<file path="src/rtl/winner_pkg.sv">
// Shared definitions for the winner_tally block: round-result codes,
// match state encoding and the channel-count width helper.
package winner_pkg;

    typedef logic [1:0] wr_t;

    localparam wr_t WR_NONE = 2'b00;
    localparam wr_t WR_P1   = 2'b01;
    localparam wr_t WR_P2   = 2'b10;
    localparam wr_t WR_TIE  = 2'b11;

    typedef enum logic [1:0] {
        IDLE = 2'b00,
        RUN  = 2'b01,
        DONE = 2'b10
    } state_t;

    // Width needed to hold a count from 0 to n_ch inclusive.
    function automatic int cnt_width(input int n_ch);
        return $clog2(n_ch + 1);
    endfunction

endpackage

</file>
<file path="src/rtl/winner_tally_if.sv">
// Handshake and result bus between the comparator array, winner_tally
// and the display/score controller. The master side drives the vector
// stream and clear; the slave side (winner_tally) returns results.
interface winner_tally_if #(
    parameter int N_CH    = 5,
    parameter int SCORE_W = 4
);
    logic                 clear;
    logic                 in_valid;
    logic                 in_ready;
    logic [2*N_CH-1:0]    cmp_vec;
    logic                 out_valid;
    logic [1:0]           out_wr;
    logic [SCORE_W-1:0]   score1;
    logic [SCORE_W-1:0]   score2;
    logic                 match_done;
    logic [1:0]           match_winner;

    modport master (
        output clear,
        output in_valid,
        output cmp_vec,
        input  in_ready,
        input  out_valid,
        input  out_wr,
        input  score1,
        input  score2,
        input  match_done,
        input  match_winner
    );

    modport slave (
        input  clear,
        input  in_valid,
        input  cmp_vec,
        output in_ready,
        output out_valid,
        output out_wr,
        output score1,
        output score2,
        output match_done,
        output match_winner
    );
endinterface

</file>
<file path="src/rtl/winner_popcount.sv">
// Combinational per-player channel counter: c1 counts channels whose
// bit0 is set (P1 hit), c2 counts channels whose bit1 is set (P2 hit).
module winner_popcount #(
    parameter int N_CH = 5,
    parameter int CW   = 3
) (
    input  logic [2*N_CH-1:0] vec,
    output logic [CW-1:0]     c1,
    output logic [CW-1:0]     c2
);

    // Sum the two bits of every channel into separate counters.
    always_comb begin
        c1 = '0;
        c2 = '0;
        for (int i = 0; i < N_CH; i++) begin
            c1 = c1 + CW'(vec[2*i]);
            c2 = c2 + CW'(vec[2*i+1]);
        end
    end

endmodule

</file>
<file path="src/rtl/winner_tally.sv">
// winner_tally: two-stage round-winner pipeline with per-player match
// scoring. Stage 1 registers the channel counts, stage 2 registers the
// round result and updates the scores on the same edge.
// Optional build macro: WINNER_LAST_TIEBREAK_EN -- when defined, a tie
// round resolves to the most recent decisive round winner since the
// last clear/reset.
module winner_tally
    import winner_pkg::*;
#(
    parameter int N_CH    = 5,
    parameter int SCORE_W = 4,
    parameter int TARGET  = 3
) (
    input  logic          newClk,
    input  logic          rst,
    winner_tally_if.slave bus
);

    localparam int                 CW        = cnt_width(N_CH);
    localparam logic [SCORE_W-1:0] SCORE_MAX = '1;
    localparam logic [SCORE_W-1:0] TARGET_V  = SCORE_W'(TARGET);

    logic               accept;
    logic [CW-1:0]      pc_c1;
    logic [CW-1:0]      pc_c2;

    logic               s1_valid;
    logic [CW-1:0]      s1_c1;
    logic [CW-1:0]      s1_c2;

    wr_t                raw_wr;
    wr_t                res_wr;

    state_t             state_q;
    state_t             state_d;

    logic [SCORE_W-1:0] score1_q;
    logic [SCORE_W-1:0] score2_q;
    logic [SCORE_W-1:0] score1_nx;
    logic [SCORE_W-1:0] score2_nx;
    logic               score_upd;
    logic               hit1;
    logic               hit2;

    logic               out_valid_q;
    wr_t                out_wr_q;
    wr_t                winner_q;

`ifdef WINNER_LAST_TIEBREAK_EN
    wr_t                last_q;
`endif

    assign accept = bus.in_valid && bus.in_ready && !bus.clear;

    winner_popcount #(
        .N_CH (N_CH),
        .CW   (CW)
    ) u_popcount (
        .vec (bus.cmp_vec),
        .c1  (pc_c1),
        .c2  (pc_c2)
    );

    // Stage 1: capture the channel counts of each accepted vector.
    always_ff @(posedge newClk or posedge rst) begin
        if (rst) begin
            s1_valid <= 1'b0;
            s1_c1    <= '0;
            s1_c2    <= '0;
        end else if (bus.clear) begin
            s1_valid <= 1'b0;
        end else begin
            s1_valid <= accept;
            if (accept) begin
                s1_c1 <= pc_c1;
                s1_c2 <= pc_c2;
            end
        end
    end

    // Round decision from the stage-1 counts, with optional tie-break.
    always_comb begin
        raw_wr = WR_NONE;
        if (s1_c1 > s1_c2) begin
            raw_wr = WR_P1;
        end else if (s1_c1 < s1_c2) begin
            raw_wr = WR_P2;
        end else if (s1_c1 != '0) begin
            raw_wr = WR_TIE;
        end
`ifdef WINNER_LAST_TIEBREAK_EN
        res_wr = ((raw_wr == WR_TIE) && (last_q != WR_NONE)) ? last_q : raw_wr;
`else
        res_wr = raw_wr;
`endif
    end

    // Saturating next-score values and target detection. Scores only move
    // while the match is still open; in DONE they are frozen.
    always_comb begin
        score_upd = s1_valid && (state_q != DONE);
        score1_nx = score1_q;
        score2_nx = score2_q;
        if ((res_wr == WR_P1) && (score1_q != SCORE_MAX)) begin
            score1_nx = score1_q + SCORE_W'(1);
        end
        if ((res_wr == WR_P2) && (score2_q != SCORE_MAX)) begin
            score2_nx = score2_q + SCORE_W'(1);
        end
        hit1 = score_upd && (res_wr == WR_P1) && (score1_nx == TARGET_V)
               && (score1_q != TARGET_V);
        hit2 = score_upd && (res_wr == WR_P2) && (score2_nx == TARGET_V)
               && (score2_q != TARGET_V);
    end

`ifdef WINNER_LAST_TIEBREAK_EN
    // Remember the latest decisive round outcome for tie resolution.
    always_ff @(posedge newClk or posedge rst) begin
        if (rst) begin
            last_q <= WR_NONE;
        end else if (bus.clear) begin
            last_q <= WR_NONE;
        end else if (s1_valid && ((raw_wr == WR_P1) || (raw_wr == WR_P2))) begin
            last_q <= raw_wr;
        end
    end
`endif

    // Stage 2: publish the round result as a one-cycle pulse; out_wr holds.
    always_ff @(posedge newClk or posedge rst) begin
        if (rst) begin
            out_valid_q <= 1'b0;
            out_wr_q    <= WR_NONE;
        end else if (bus.clear) begin
            out_valid_q <= 1'b0;
            out_wr_q    <= WR_NONE;
        end else begin
            out_valid_q <= s1_valid;
            if (s1_valid) begin
                out_wr_q <= res_wr;
            end
        end
    end

    // Score counters, updated on the same edge that raises out_valid.
    always_ff @(posedge newClk or posedge rst) begin
        if (rst) begin
            score1_q <= '0;
            score2_q <= '0;
        end else if (bus.clear) begin
            score1_q <= '0;
            score2_q <= '0;
        end else if (score_upd) begin
            score1_q <= score1_nx;
            score2_q <= score2_nx;
        end
    end

    // Latch the match winner on the edge that enters DONE.
    always_ff @(posedge newClk or posedge rst) begin
        if (rst) begin
            winner_q <= WR_NONE;
        end else if (bus.clear) begin
            winner_q <= WR_NONE;
        end else if (state_q == RUN) begin
            if (hit1) begin
                winner_q <= WR_P1;
            end else if (hit2) begin
                winner_q <= WR_P2;
            end
        end
    end

    // Match state register.
    always_ff @(posedge newClk or posedge rst) begin
        if (rst) begin
            state_q <= IDLE;
        end else begin
            state_q <= state_d;
        end
    end

    // Match state transitions; clear overrides every state.
    always_comb begin
        state_d = state_q;
        if (bus.clear) begin
            state_d = IDLE;
        end else begin
            case (state_q)
                IDLE:    if (accept) state_d = RUN;
                RUN:     if (hit1 || hit2) state_d = DONE;
                DONE:    state_d = DONE;
                default: state_d = IDLE;
            endcase
        end
    end

    assign bus.in_ready     = (state_q != DONE) && !rst;
    assign bus.out_valid    = out_valid_q;
    assign bus.out_wr       = out_wr_q;
    assign bus.score1       = score1_q;
    assign bus.score2       = score2_q;
    assign bus.match_done   = (state_q == DONE);
    assign bus.match_winner = winner_q;

endmodule
</file>
<file path="src/flat_wrapper.sv">
// flat-port wrapper written by rule: the top's interface ports become plain ports
module winner_tally_flat import winner_pkg::*;
#(
    parameter int N_CH    = 5,
    parameter int SCORE_W = 4,
    parameter int TARGET  = 3
)
  (newClk, rst, bus_clear, bus_in_valid, bus_cmp_vec, bus_in_ready, bus_out_valid, bus_out_wr, bus_score1, bus_score2, bus_match_done, bus_match_winner);
  winner_tally_if #(.N_CH(N_CH), .SCORE_W(SCORE_W)) bus_i ();
  input  logic newClk;
  input  logic rst;
  input wire logic [$bits(bus_i.clear)-1:0] bus_clear;
  input wire logic [$bits(bus_i.in_valid)-1:0] bus_in_valid;
  input wire logic [$bits(bus_i.cmp_vec)-1:0] bus_cmp_vec;
  output wire logic [$bits(bus_i.in_ready)-1:0] bus_in_ready;
  output wire logic [$bits(bus_i.out_valid)-1:0] bus_out_valid;
  output wire logic [$bits(bus_i.out_wr)-1:0] bus_out_wr;
  output wire logic [$bits(bus_i.score1)-1:0] bus_score1;
  output wire logic [$bits(bus_i.score2)-1:0] bus_score2;
  output wire logic [$bits(bus_i.match_done)-1:0] bus_match_done;
  output wire logic [$bits(bus_i.match_winner)-1:0] bus_match_winner;
  assign bus_i.clear = bus_clear;
  assign bus_i.in_valid = bus_in_valid;
  assign bus_i.cmp_vec = bus_cmp_vec;
  assign bus_in_ready = bus_i.in_ready;
  assign bus_out_valid = bus_i.out_valid;
  assign bus_out_wr = bus_i.out_wr;
  assign bus_score1 = bus_i.score1;
  assign bus_score2 = bus_i.score2;
  assign bus_match_done = bus_i.match_done;
  assign bus_match_winner = bus_i.match_winner;
  winner_tally #(.N_CH(N_CH), .SCORE_W(SCORE_W), .TARGET(TARGET)) u_core (.newClk(newClk), .rst(rst), .bus(bus_i));
endmodule
</file>
<file path="config.mk">
export PLATFORM = sky130hd
export DESIGN_NAME = winner_tally_flat
export DESIGN_NICKNAME = d
export VERILOG_FILES = /design/src/rtl/winner_pkg.sv /design/src/rtl/winner_tally_if.sv /design/src/rtl/winner_popcount.sv /design/src/rtl/winner_tally.sv /design/src/flat_wrapper.sv
export SDC_FILE = /design/constraint.sdc
export NUM_CORES = 1
export LEC_CHECK = 0
export ABC_CLOCK_PERIOD_IN_PS = 2370
export CAP_MARGIN = 30
export CORE_AREA = 2 2 61 52
export CTS_CLUSTER_DIAMETER = 30
export DETAILED_ROUTE_END_ITERATION = 16
export DIE_AREA = 0 0 63 54
export PLACE_DENSITY = 0.8
export SLEW_MARGIN = 0
export SYNTH_ARGS = -nofsm -noshare
export SYNTH_HDL_FRONTEND = slang
export SYNTH_SLANG_ARGS = --single-unit
export TNS_END_PERCENT = 10
</file>
<file path="constraint.sdc">
create_clock -name newClk -period 2.37 [get_ports newClk]
set_input_delay 0.711 -clock newClk [delete_from_list [all_inputs] [get_ports newClk]]
set_output_delay 0.711 -clock newClk [all_outputs]
set_load 0.005 [all_outputs]
</file>
==> results.cfg, run 1 <==
[placement]
pre_cts_slack_ps = -372
place_congestion = 0.826
port_buffers = 28
place_hpwl_mm = 2.32
place_inst = 195

[route]
met2WireLength_mm = 1.65
final_antenna_net_count = 0
dr.pass1.iters = 4
wl_met1_mm = 1.33
wl_met3_um = 136
drt_iter0_markers = 27
vias_per_cell = 5.34
route.detailed.drc = 0
routed_wl_mm = 3.13
avgRoutedWirePerCell_um = 15.2
top_layer = met4
vias = 1101

[sta]
rsz0062_at_grt = yes
setup_viol_count_final = 0
drv_slew = 0
max_clock_freq_ghz = 0.425
hold-worst-slack_ps = 482
fin_ws_ps = 18.6
finClkSkew_ps = 13.9
fin_crit_sh_pct = 99.2
tns_ps = 0
period_needed_ps = 2350
worstMarginPinSlew_ps = 463
finalHoldViolCount = 0
slew_headroom_pct = 69.1

[floorplanning]
die_y_um = 54
initial_core_util_pct = 46.4
core_um2 = 2860
num_rows = 18
die_w_um = 63
dieArea_um2 = 3400
pin_count = 29

[yosys]
ys_types = 40
yosys-top-cells-count = dfrtp_1, ha_1, nor2_1, inv_1, nand2_1
yosysTopAreaCell = dfrtp_1
ys_seq_area_share_pct = 41.5
synth_edf_count = 0
ys_ff_latch = 22
netlist_instances = 126
synth_warnings = 0
post-synth-top-count-cell = dfrtp_1
syn_nets = 154
mappedNetlistArea_um2 = 1330
yosys_most_used_dff = dfrtp_1
async_flop_share_pct = 100
synth_top_area_share_pct = 41.5
syn_area_per_cell_um2 = 10.5
netlist_top_cells_area = dfrtp_1, ha_1, fa_1, nor2_1, xor2_1

[worst_setup_path]
arrival_ps = 2550
ff2ff_setup_slack_ps = 70
rr_startpoint = u_core.state_q[0]
worst-setup-path-type = input port to flip-flop
path_max_fanout = 1
crit_path_max_incr_delay_ps = 510
path_cells = clkdlybuf4s50_1 -> fa_1 -> fa_2 -> ha_1 -> mux2_2
startpoint_type = input port
cp-end-kind = flip-flop
required_ps = 2570
slowest_stage = fa_1
worst-r2r-cell-count = 14
r2r-end = u_core.state_q[1]

[layout]
stdcell_count = 206
syn2layout_area_growth_pct = 35.8
final_nets = 195
drive_above_1_share_pct = 19.3
multi_input_area_um2 = 776
nFillCells = 243
seqCellArea_um2 = 551
n_antenna_cell = 0

[grt]
overflow = 0
grt_pass1_wl_mm = 5.26
grt_max_degree = 23
track_usage_pct = 20.5
antenna_found_initial = 0
grt_pass1_vias = 1096

[clock_tree]
ctsRootBufferMaster = clkbuf_4
postCtsHoldBufs = 0
htree_levels = 1
cts_tree = built
clk_pin_slew_ps = 130
numCtsBuffers = 3
clock_latency_ps = 310
cts_max_path_buffers = 2
clock_sink_count = 22

[pwr]
peakVddDrop_mv = 0.415
p_leak_nw = 0.832
p_per_area_nw_per_um2 = 654
total_power_w = 0.00118

[worst_hold_path]
hp-class = input port to async pin

[flow_run]
maxCapViolCount = 0

[outcome]
status = completed
## worst max path at each step
stage | startpoint | end | cells past startpoint
3_5_place_dp | bus_cmp_vec[0] | u_core.s1_c1[1] | 5
3_3_place_gp | bus_cmp_vec[0] | u_core.s1_c1[1] | 5
6_report | bus_cmp_vec[6] | u_core.s1_c1[1] | 5
4_1_cts | rst | u_core.state_q[1] | 13
5_1_grt | bus_cmp_vec[6] | u_core.s1_c1[1] | 5
2_1_floorplan | bus_cmp_vec[0] | u_core.s1_c1[1] | 4
## metal layers
layer  global-route usage [%]  vias up
li1                         -      528
met1                     24.1      541
met2                     38.8       30
met3                     4.60        2
met4                     5.56        0
met5                        0        -
## logic make-up (layout without fill, tap and decap cells)
kind of cell             after synthesis  count (layout)  share of synthesized area (%)
AO/OA/AOI/OAI                         22              22                           12.3
adder cells (fa/ha/maj)               14              14                           15.5
XOR/XNOR                               4               4                           2.64
buffers and inverters                 11              51                           3.11
multiplexers                           5               5                           4.05
flip-flops                            22              22                           41.5
AND/OR/NAND/NOR                       48              48                           20.9
## flip-flops by register name, summed over array words and instances, names as in the netlist
register                 flops
u_core.bus.score1            4
u_core.bus.out_valid         1
u_core.state_q               2
u_core.bus.match_winner      2
u_core.s1_valid              1
u_core.s1_c1                 3
u_core.s1_c2                 3
u_core.bus.out_wr            2
u_core.bus.score2            4
## where the power goes
part / switching (W) / total (W) / internal (W)
sequential: 0.0000404 / 0.000464 / 0.000423
clock: 0.000112 / 0.000206 / 0.0000939
combinational: 0.000271 / 0.000509 / 0.000238
## layout by cell type (no fill, tap or decap), drive strengths merged, types with 2 or more instances in the layout
| cell | n |
|---|---|
| a21oi | 7 |
| a211oi | 3 |
| nand4 | 2 |
| dfrtp | 22 |
| clkdlybuf4s50 | 26 |
| nor2 | 11 |
| mux2 | 3 |
| fa | 4 |
| a31oi | 2 |
| nand2 | 7 |
| mux2i | 2 |
| and3 | 4 |
| nand2b | 3 |
| inv | 9 |
| clkbuf | 4 |
| buf | 10 |
| nor2b | 2 |
| xor2 | 4 |
| o21ai | 4 |
| nor3 | 5 |
| ha | 10 |
| nand3 | 6 |
## worst max-delay path, delay by kind of cell
kind / cells / cell delay [ps]
adders and majority gates: 3 / 1140
buffers and inverters: 1 / 430
muxes: 1 / 270
## area by class of cell
type | instances | area share, %
Tap cell | 40 | 2.78
Inverter | 9 | 1.87
Sequential cell | 22 | 30.5
Multi-Input combinational cell | 93 | 43.0
Clock buffer | 4 | 2.01
Timing Repair Buffer | 38 | 19.8
## metrics by stage
| stage | cell area [um^2] | utilization, % |
|---|---|---|
| after floorplan | 1330 | - |
| after global placement | 1670 | 58.5 |
| after detailed placement | 1670 | 58.5 |
| after CTS | 1760 | 61.6 |
| after global routing | 1800 | 63.0 |
| final | 1800 | 63.0 |
## timing repair
item                       in CTS  in global routing
setup endpoints to repair       2                  8
setup buffers                   7                  0
gates resized for setup         2                  8
pin swaps                       1                  1
No activity file was read; power rests on OpenSTA's default activity.
==> inputs of run 2 (changes only) <==
--- a/config.mk
+++ b/config.mk
@@ -5,7 +5,7 @@
 export SDC_FILE = /design/constraint.sdc
 export NUM_CORES = 1
 export LEC_CHECK = 0
-export ABC_CLOCK_PERIOD_IN_PS = 2370
+export ABC_CLOCK_PERIOD_IN_PS = 2690
 export CAP_MARGIN = 30
 export CORE_AREA = 2 2 61 52
 export CTS_CLUSTER_DIAMETER = 30
==> constraint.sdc (replaced) <==
create_clock -name newClk -period 2.69 [get_ports newClk]
set_input_delay 0.807 -clock newClk [delete_from_list [all_inputs] [get_ports newClk]]
set_output_delay 0.807 -clock newClk [all_outputs]
set_load 0.005 [all_outputs]
==> run 2 against run 1 <==
Utilization decreased by 3.2 points. Flip-flop and latch count unchanged. Clock power decreased by 10%. Power decreased by 16%. Die area unchanged. Setup slack improved by 220 ps. Largest cell class unchanged.
==> results.cfg, run 2 (same netlist as run 1, synthesis figures left out) <==
[pwr]
power.switching_w = 0.000354
seq_power_share_pct = 41.0
p_per_area_nw_per_um2 = 581
power.share.switching_pct = 35.6
p_int_w = 0.000641
peakVddDrop_mv = 0.381
combPwrFrac_pct = 40.4
pwr-share-clk_pct = 18.6
p_leak_nw = 0.793

[clock_tree]
cts_max_path_buffers = 2
postCtsHoldBufs = 0
numCtsBuffers = 3
cts_tree = built
htree_levels = 1
post_cts.repair.setup_buffers = 0
clk_pin_slew_ps = 120
ctsRootBufferMaster = clkbuf_4
cts_resized = 0
clock_latency_ps = 310
clock_sink_count = 22

[sta]
drv_slew = 0
period_needed_ps = 2460
finalHoldViolCount = 0
worstMarginPinSlew_ps = 383
max_clock_freq_ghz = 0.407
fin_crit_sh_pct = 91.3
tns_ps = 0
setup_viol_count_final = 0
slew_headroom_pct = 74.3
rsz0062_at_grt = no
finClkSkew_ps = 1.20
hold-worst-slack_ps = 550

[worst_setup_path]
worst-setup-path-type = input port to flip-flop
worst-r2r-cell-count = 6
path_max_fanout = 1
ff2ff_setup_slack_ps = 620
startpoint_type = input port
cp-end-kind = flip-flop
required_ps = 2900
arrival_ps = 2670

[route]
routed_wl_mm = 2.89
vias_per_cell = 5.30
drt_iter0_markers = 21
vias = 1055
dr.pass1.iters = 4
avgRoutedWirePerCell_um = 14.5
final_antenna_net_count = 0
route.detailed.drc = 0

[layout]
drive_above_1_share_pct = 12.6
n_antenna_cell = 0
layout_common_cells = clkdlybuf4s50_1, dfrtp_1, nor2_1, ha_1, inv_1
syn2layout_area_growth_pct = 28.9
fin_util_pct = 59.8
layout_commonest_cell = clkdlybuf4s50_1
nFillCells = 258
final_nets = 188

[grt]
grt_pass1_wl_mm = 5.09
track_usage_pct = 19.5
antenna_found_initial = 0
overflow = 0
grt_max_degree = 23
grt_pass1_vias = 1183

[floorplanning]
num_rows = 18
die_w_um = 63
core_um2 = 2860
initial_core_util_pct = 46.4
pin_count = 29
dieArea_um2 = 3400
die_y_um = 54

[placement]
place_congestion = 0.762
port_buffers = 28
place_hpwl_mm = 2.32

[worst_hold_path]
min_delay_path_depth = 2
hp-class = flip-flop to flip-flop

[flow_run]
maxCapViolCount = 0

[outcome]
status = completed
[run 2: path summary, 6_finish.rpt]
check / to / start
hold / removal: u_core.bus.out_wr[1] / u_core.bus.out_wr[1]
min in group asynchronous: u_core.bus.score2[2] / rst
setup reg to reg: u_core.state_q[1] / u_core.bus.score2[0]
setup / recovery: u_core.s1_c1[1] / bus_cmp_vec[0]
max in group asynchronous: u_core.s1_c1[0] / rst
hold reg to reg: u_core.bus.out_wr[1] / u_core.bus.out_wr[1]
[run 2: stage by stage]
stage                     instances  power (W)  setup WS, ps  area [um^2]
after floorplan                 126   0.000693           405         1330
after global placement          195   0.000792         -58.3         1670
after detailed placement        195   0.000818          -108         1670
after CTS                       199    0.00100          7.71         1710
after global routing            199    0.00108           188         1710
final                           199   0.000995           234         1710
[run 2: final cells by class]
class | instances | area (um^2) | area share, %
clock buffers | 4 | 36.3 | 2.12
inverters | 9 | 33.8 | 1.97
multi-input cells | 93 | 736 | 43.0
flip-flops and latches | 22 | 551 | 32.2
well taps | 40 | 50.0 | 2.92
repair buffers | 31 | 305 | 17.8
[run 2: power groups by stage]
stage	clock (W)	sequential (W)	combinational, W
finish	0.000185	0.000408	0.000402
global placement	0	0.000411	0.000381
global route	0.000204	0.000414	0.000457
detailed placement	0	0.000415	0.000403
CTS	0.000191	0.000408	0.000405
floorplan	0	0.000404	0.000289
[run 2: critical path, cell delays in order]
cell and delay (ps):
clkdlybuf4s50_1 440, fa_1 500, fa_1 380, ha_1 280, mux2_2 260
[run 2: per-layer routing]
layer / vias up / GRT usage [%] / part of all wire (%)
met4: 0 / 5.19 / 0.76
met5: - / 0 / 0
met3: 4 / 4.18 / 4.1
met2: 23 / 38.7 / 52
met1: 514 / 21.6 / 43
li1: 514 / - / -
==> variant 1 (settings of run 2) <==
`SCORE_W` is set to 4 in 3 places; all go to 6.
--- a/src/rtl/winner_tally_if.sv
+++ b/src/rtl/winner_tally_if.sv
@@ -3,7 +3,7 @@
 // stream and clear; the slave side (winner_tally) returns results.
 interface winner_tally_if #(
     parameter int N_CH    = 5,
-    parameter int SCORE_W = 4
+    parameter int SCORE_W = 6
 );
     logic                 clear;
     logic                 in_valid;
--- a/src/rtl/winner_tally.sv
+++ b/src/rtl/winner_tally.sv
@@ -8,7 +8,7 @@
     import winner_pkg::*;
 #(
     parameter int N_CH    = 5,
-    parameter int SCORE_W = 4,
+    parameter int SCORE_W = 6,
     parameter int TARGET  = 3
 ) (
     input  logic          newClk,
--- a/src/flat_wrapper.sv
+++ b/src/flat_wrapper.sv
@@ -2,7 +2,7 @@
 module winner_tally_flat import winner_pkg::*;
 #(
     parameter int N_CH    = 5,
-    parameter int SCORE_W = 4,
+    parameter int SCORE_W = 6,
     parameter int TARGET  = 3
 )
   (newClk, rst, bus_clear, bus_in_valid, bus_cmp_vec, bus_in_ready, bus_out_valid, bus_out_wr, bus_score1, bus_score2, bus_match_done, bus_match_winner);
Interface: changed (resized bus_score1 and bus_score2); port bits go from 29 to 33. The function was not compared with the original's and may differ.
==> variant 1 against run 2 <==
- sequential cell count grew 4
- sequential share of layout area is 0.19 points higher
- total power increased by 3.3%
- area after synthesis is 19% higher
- worst setup slack got worse by 0.068 ns
- cell area rose by 17%
- global-route usage up 1.6 points
- final cell count is 19% higher
- routed wire length up 13%
- critical path type is now flop to flop
- largest cell class unchanged
==> variant 1: results (changes against run 2) <==
status completed (unchanged); count of pins over their slew limit 0 (unchanged); depth of the worst register-to-register path 8 (was 6); cell count after synthesis 160 (was 126); number of CTS-inserted buffers 3 (unchanged); Tightest Pin Transition 0.426 ns (was 0.383 ns); layout cells sized above 1 0.0964 (was 0.126); worst setup slack before clock tree synthesis -0.0877 ns (was -0.108 ns); most instantiated cells after synthesis sky130_fd_sc_hd__dfrtp_1, sky130_fd_sc_hd__nor2_1, sky130_fd_sc_hd__nand2_1 (was sky130_fd_sc_hd__dfrtp_1, sky130_fd_sc_hd__ha_1, sky130_fd_sc_hd__nor2_1); clock root buffer master sky130_fd_sc_hd__clkbuf_4 (unchanged); mean routed wirelength per cell 13.8 um (was 14.5 um); maximum clock skew at final layout 0.0131 ns (was 0.00120 ns); Max Buffers Root-to-Sink 2 (unchanged); detailed-routing iteration count for the pre-antenna-repair pass 4 (unchanged); global-route wire length before repair 5580 um (was 5090 um); count of different cell masters after synthesis 42 (was 40); Ys Warns 0 (unchanged); peak fanout along the critical path 5 (was 1); Synth async-reset ratio 1.00 (unchanged); total global-route track usage 0.211 (was 0.195); count of H-tree levels built during CTS 1 (unchanged); power share of the sequential group 0.459 (was 0.410); final setup violation count 0 (unchanged); Setup Total Neg Slack 0 ns (unchanged); Clk pin slew, worst setup/hold paths 0.15 ns (was 0.12 ns); register area share after synthesis 0.412 (was 0.415); arrival time of data at the critical path endpoint 2.75 ns (was 2.67 ns); Synthesized Nets 188 (was 154); cell with the largest stage delay on the worst path sky130_fd_sc_hd__or4_4 (was sky130_fd_sc_hd__fa_1); filler cell count 232 (was 258); maximum number of pins on one net before global-route repair 27 (was 23); starting DRC count in detailed routing 63 (was 21); clock latency on the worst-skew pair 0.33 ns (was 0.31 ns); Layout Cells excl Fill 237 (was 199); Worst Hold Class flop to flop (unchanged); routability cong. 0.828 (was 0.762); cell count after placement 233 (was 195); peak ir drop on the vdd network 0.000362 V (was 0.000381 V); switching power summed over all nets 0.337 mW (was 0.354 mW); post-detailed-placement cell area 1970 um^2 (was 1670 um^2); sequential-cell power consumption 0.471 mW (was 0.408 mW); hpwl dp 2540 um (was 2320 um); Hold Path Depth 1 (was 2); critical path's largest stage delay about 0.51 ns; antenna violations before repair 0 (unchanged); reported combinational group power 0.355 mW (was 0.402 mW); ranking of synthesized cells by area sky130_fd_sc_hd__dfrtp_1, sky130_fd_sc_hd__ha_1, sky130_fd_sc_hd__fa_1, sky130_fd_sc_hd__nor2_1, sky130_fd_sc_hd__mux2i_1 (was sky130_fd_sc_hd__dfrtp_1, sky130_fd_sc_hd__ha_1, sky130_fd_sc_hd__fa_1, sky130_fd_sc_hd__nor2_1, sky130_fd_sc_hd__xor2_1); via count of the first global-routing pass 1297 (was 1183); routed vias/inst 5.49 (was 5.30); total of buffers placed on input and output ports 32 (was 28); most used flip-flop cell after synthesis sky130_fd_sc_hd__dfrtp_1 (unchanged); leakage power figure 0.897 nW (was 0.793 nW)
==> variant 1: logic make-up after synthesis <==
logic type	synth area share
and+or+nand+nor	0.233
buffers and inverters	0.0261
DFF	0.412
adders and majority gates	0.130
xor gates and xnor gates	0.0388
AOI/OAI and AO/OA	0.108
muxes	0.0530
==> variant 1: what timing repair did <==
item,CTS,global route
buffers inserted,0,0
endpoints found under the hold margin,0,0
endpoints found under the setup margin,0,1
resized for setup,0,2
==> variant 1: cell type report <==
cell class,instances,area [um^2],share of cell area
well taps,40,50.0,0.0249
repair buffers,36,353,0.175
multi-input cells,123,891,0.443
flip-flops and latches,26,651,0.324
clock buffers,4,36.3,0.0180
inverters,8,30.0,0.0149
==> variant 1: critical path, delay by kind of cell, from the launching register on <==
kind / cells / cell delay, ns
compound gates: 3 / 0.72
fa+ha+maj: 1 / 0.34
buf+inv: 1 / 0.06
flops: 1 / 0.35
simple gates: 3 / 0.95
==> variant 1: worst paths after layout <==
kind / startpoint / slack (ns) / endpoint
min in group asynchronous: rst / 0.85 / u_core.s1_c2[0]
worst max-delay path: u_core.s1_c2[2] / 0.17 / u_core.state_q[0]
worst min register to register: u_core.bus.match_winner[1] / 0.54 / u_core.bus.match_winner[1]
worst min-delay path: u_core.bus.match_winner[1] / 0.54 / u_core.bus.match_winner[1]
worst max register to register: u_core.s1_c2[2] / 0.17 / u_core.state_q[0]
max in group asynchronous: rst / 1.57 / u_core.bus.score1[4]
==> variant 1: routing by layer <==
layer	GRT usage	vias to the layer above	wire length (um)
met5	0	-	0
met3	0.0460	2	102
li1	-	634	-
met4	0.0333	0	16
met1	0.240	644	1400
met2	0.420	22	1760
==> variant 2 (flow settings as in run 2) <==
Made on the original files. The 3 states of `state_t` get a one-hot encoding in 3 bits.
--- a/src/rtl/winner_pkg.sv
+++ b/src/rtl/winner_pkg.sv
@@ -9,10 +9,10 @@
     localparam wr_t WR_P2   = 2'b10;
     localparam wr_t WR_TIE  = 2'b11;
 
-    typedef enum logic [1:0] {
-        IDLE = 2'b00,
-        RUN  = 2'b01,
-        DONE = 2'b10
+    typedef enum logic [2:0] {
+        IDLE = 3'b001,
+        RUN  = 3'b010,
+        DONE = 3'b100
     } state_t;
 
     // Width needed to hold a count from 0 to n_ch inclusive.
Formal check against the unedited RTL: same outputs for any inputs over 10 cycles, from zero or initial values and one cycle with rst high; not proved beyond that.
==> variant 2 against run 2 <==
- area after synthesis grew 2.8%
- die area is the same
- critical path depth shrank 2
- sequential power is essentially flat
- via count grew 2.9%
- total power shrank 17%
- worst setup slack lost 0.18 ns
- sequential cell count grew 1
- cell area grew 1.4%
- count of clock-buffer cells in the layout is the same
- routed wire length shrank 1.2%
- sequential share of layout area grew 1.1 points
- combinational power shrank 35%
- critical path type is now flop to primary output
- largest power group unchanged
==> variant 2: results (changes against run 2) <==
drt total wl 2850 um (was 2890 um); most instantiated cells after synthesis sky130_fd_sc_hd__dfrtp_1, sky130_fd_sc_hd__a21oi_1, sky130_fd_sc_hd__inv_1 (was sky130_fd_sc_hd__dfrtp_1, sky130_fd_sc_hd__ha_1, sky130_fd_sc_hd__nor2_1); maximum number of pins on one net before global-route repair 24 (was 23); count of different cell masters after synthesis 42 (was 40); maximum clock skew at final layout 0.00315 ns (was 0.00120 ns); detailed-routed wire length on met3 110 um (was 119 um); cell with the largest stage delay on the worst path sky130_fd_sc_hd__clkdlybuf4s50_1 (was sky130_fd_sc_hd__fa_1); total global-route track usage 0.177 (was 0.195); leakage power figure 0.778 nW (was 0.793 nW); worst flop-to-flop path endpoint u_core.bus.score1[0] (was u_core.state_q[1]); adder and majority gate portion of the synthesized area 0.123 (was 0.155); register area share after synthesis 0.423 (was 0.415); Worst setup endpoint bus_match_done (was u_core.s1_c1[1]); status completed (unchanged); arrival time of data at the critical path endpoint 1.83 ns (was 2.67 ns); proportion of synthesized area in mux cells 0.0605 (was 0.0405); depth of the worst register-to-register path 5 (was 6); length of routed wiring on met1 1290 um (was 1250 um); Synthesized Nets 150 (was 154); Hold Path Depth 1 (was 2); routability cong. 0.733 (was 0.762); layout cells sized above 1 0.171 (was 0.126); met3 Resource Use GR 0.0377 (was 0.0418); via count of the first global-routing pass 1049 (was 1183); Worst Hold Margin 0.525 ns (was 0.550 ns); xor-xnor portion of the synthesized cell area 0.0128 (was 0.0264)
## variant 2: metrics by stage
| stage | cell area (um^2) | instances |
|---|---|---|
| 2_1_floorplan | 1370 | 125 |
| 3_3_place_gp | 1680 | 191 |
| 3_5_place_dp | 1680 | 191 |
| 4_1_cts | 1710 | 195 |
| 5_1_grt | 1740 | 198 |
| 6_report | 1740 | 198 |
## variant 2: power by group
part / switching [mW] / total, mW / internal (mW)
clock network: 0.0998 / 0.158 / 0.0579
logic: 0.137 / 0.262 / 0.125
registers: 0.0270 / 0.409 / 0.382
## variant 2: repair_timing
action                     4_1_cts  5_1_grt
setup buffers                    0        3
gates resized for setup          1        2
setup endpoints to repair        2        2
## variant 2: layout make-up
cell class | count | area (um^2) | area share
clock buffers | 4 | 26.3 | 0.0151
multi-input cells | 89 | 727 | 0.419
well taps | 40 | 50.0 | 0.0288
inverters | 9 | 33.8 | 0.0195
repair buffers | 33 | 320 | 0.185
flip-flops and latches | 23 | 578 | 0.333
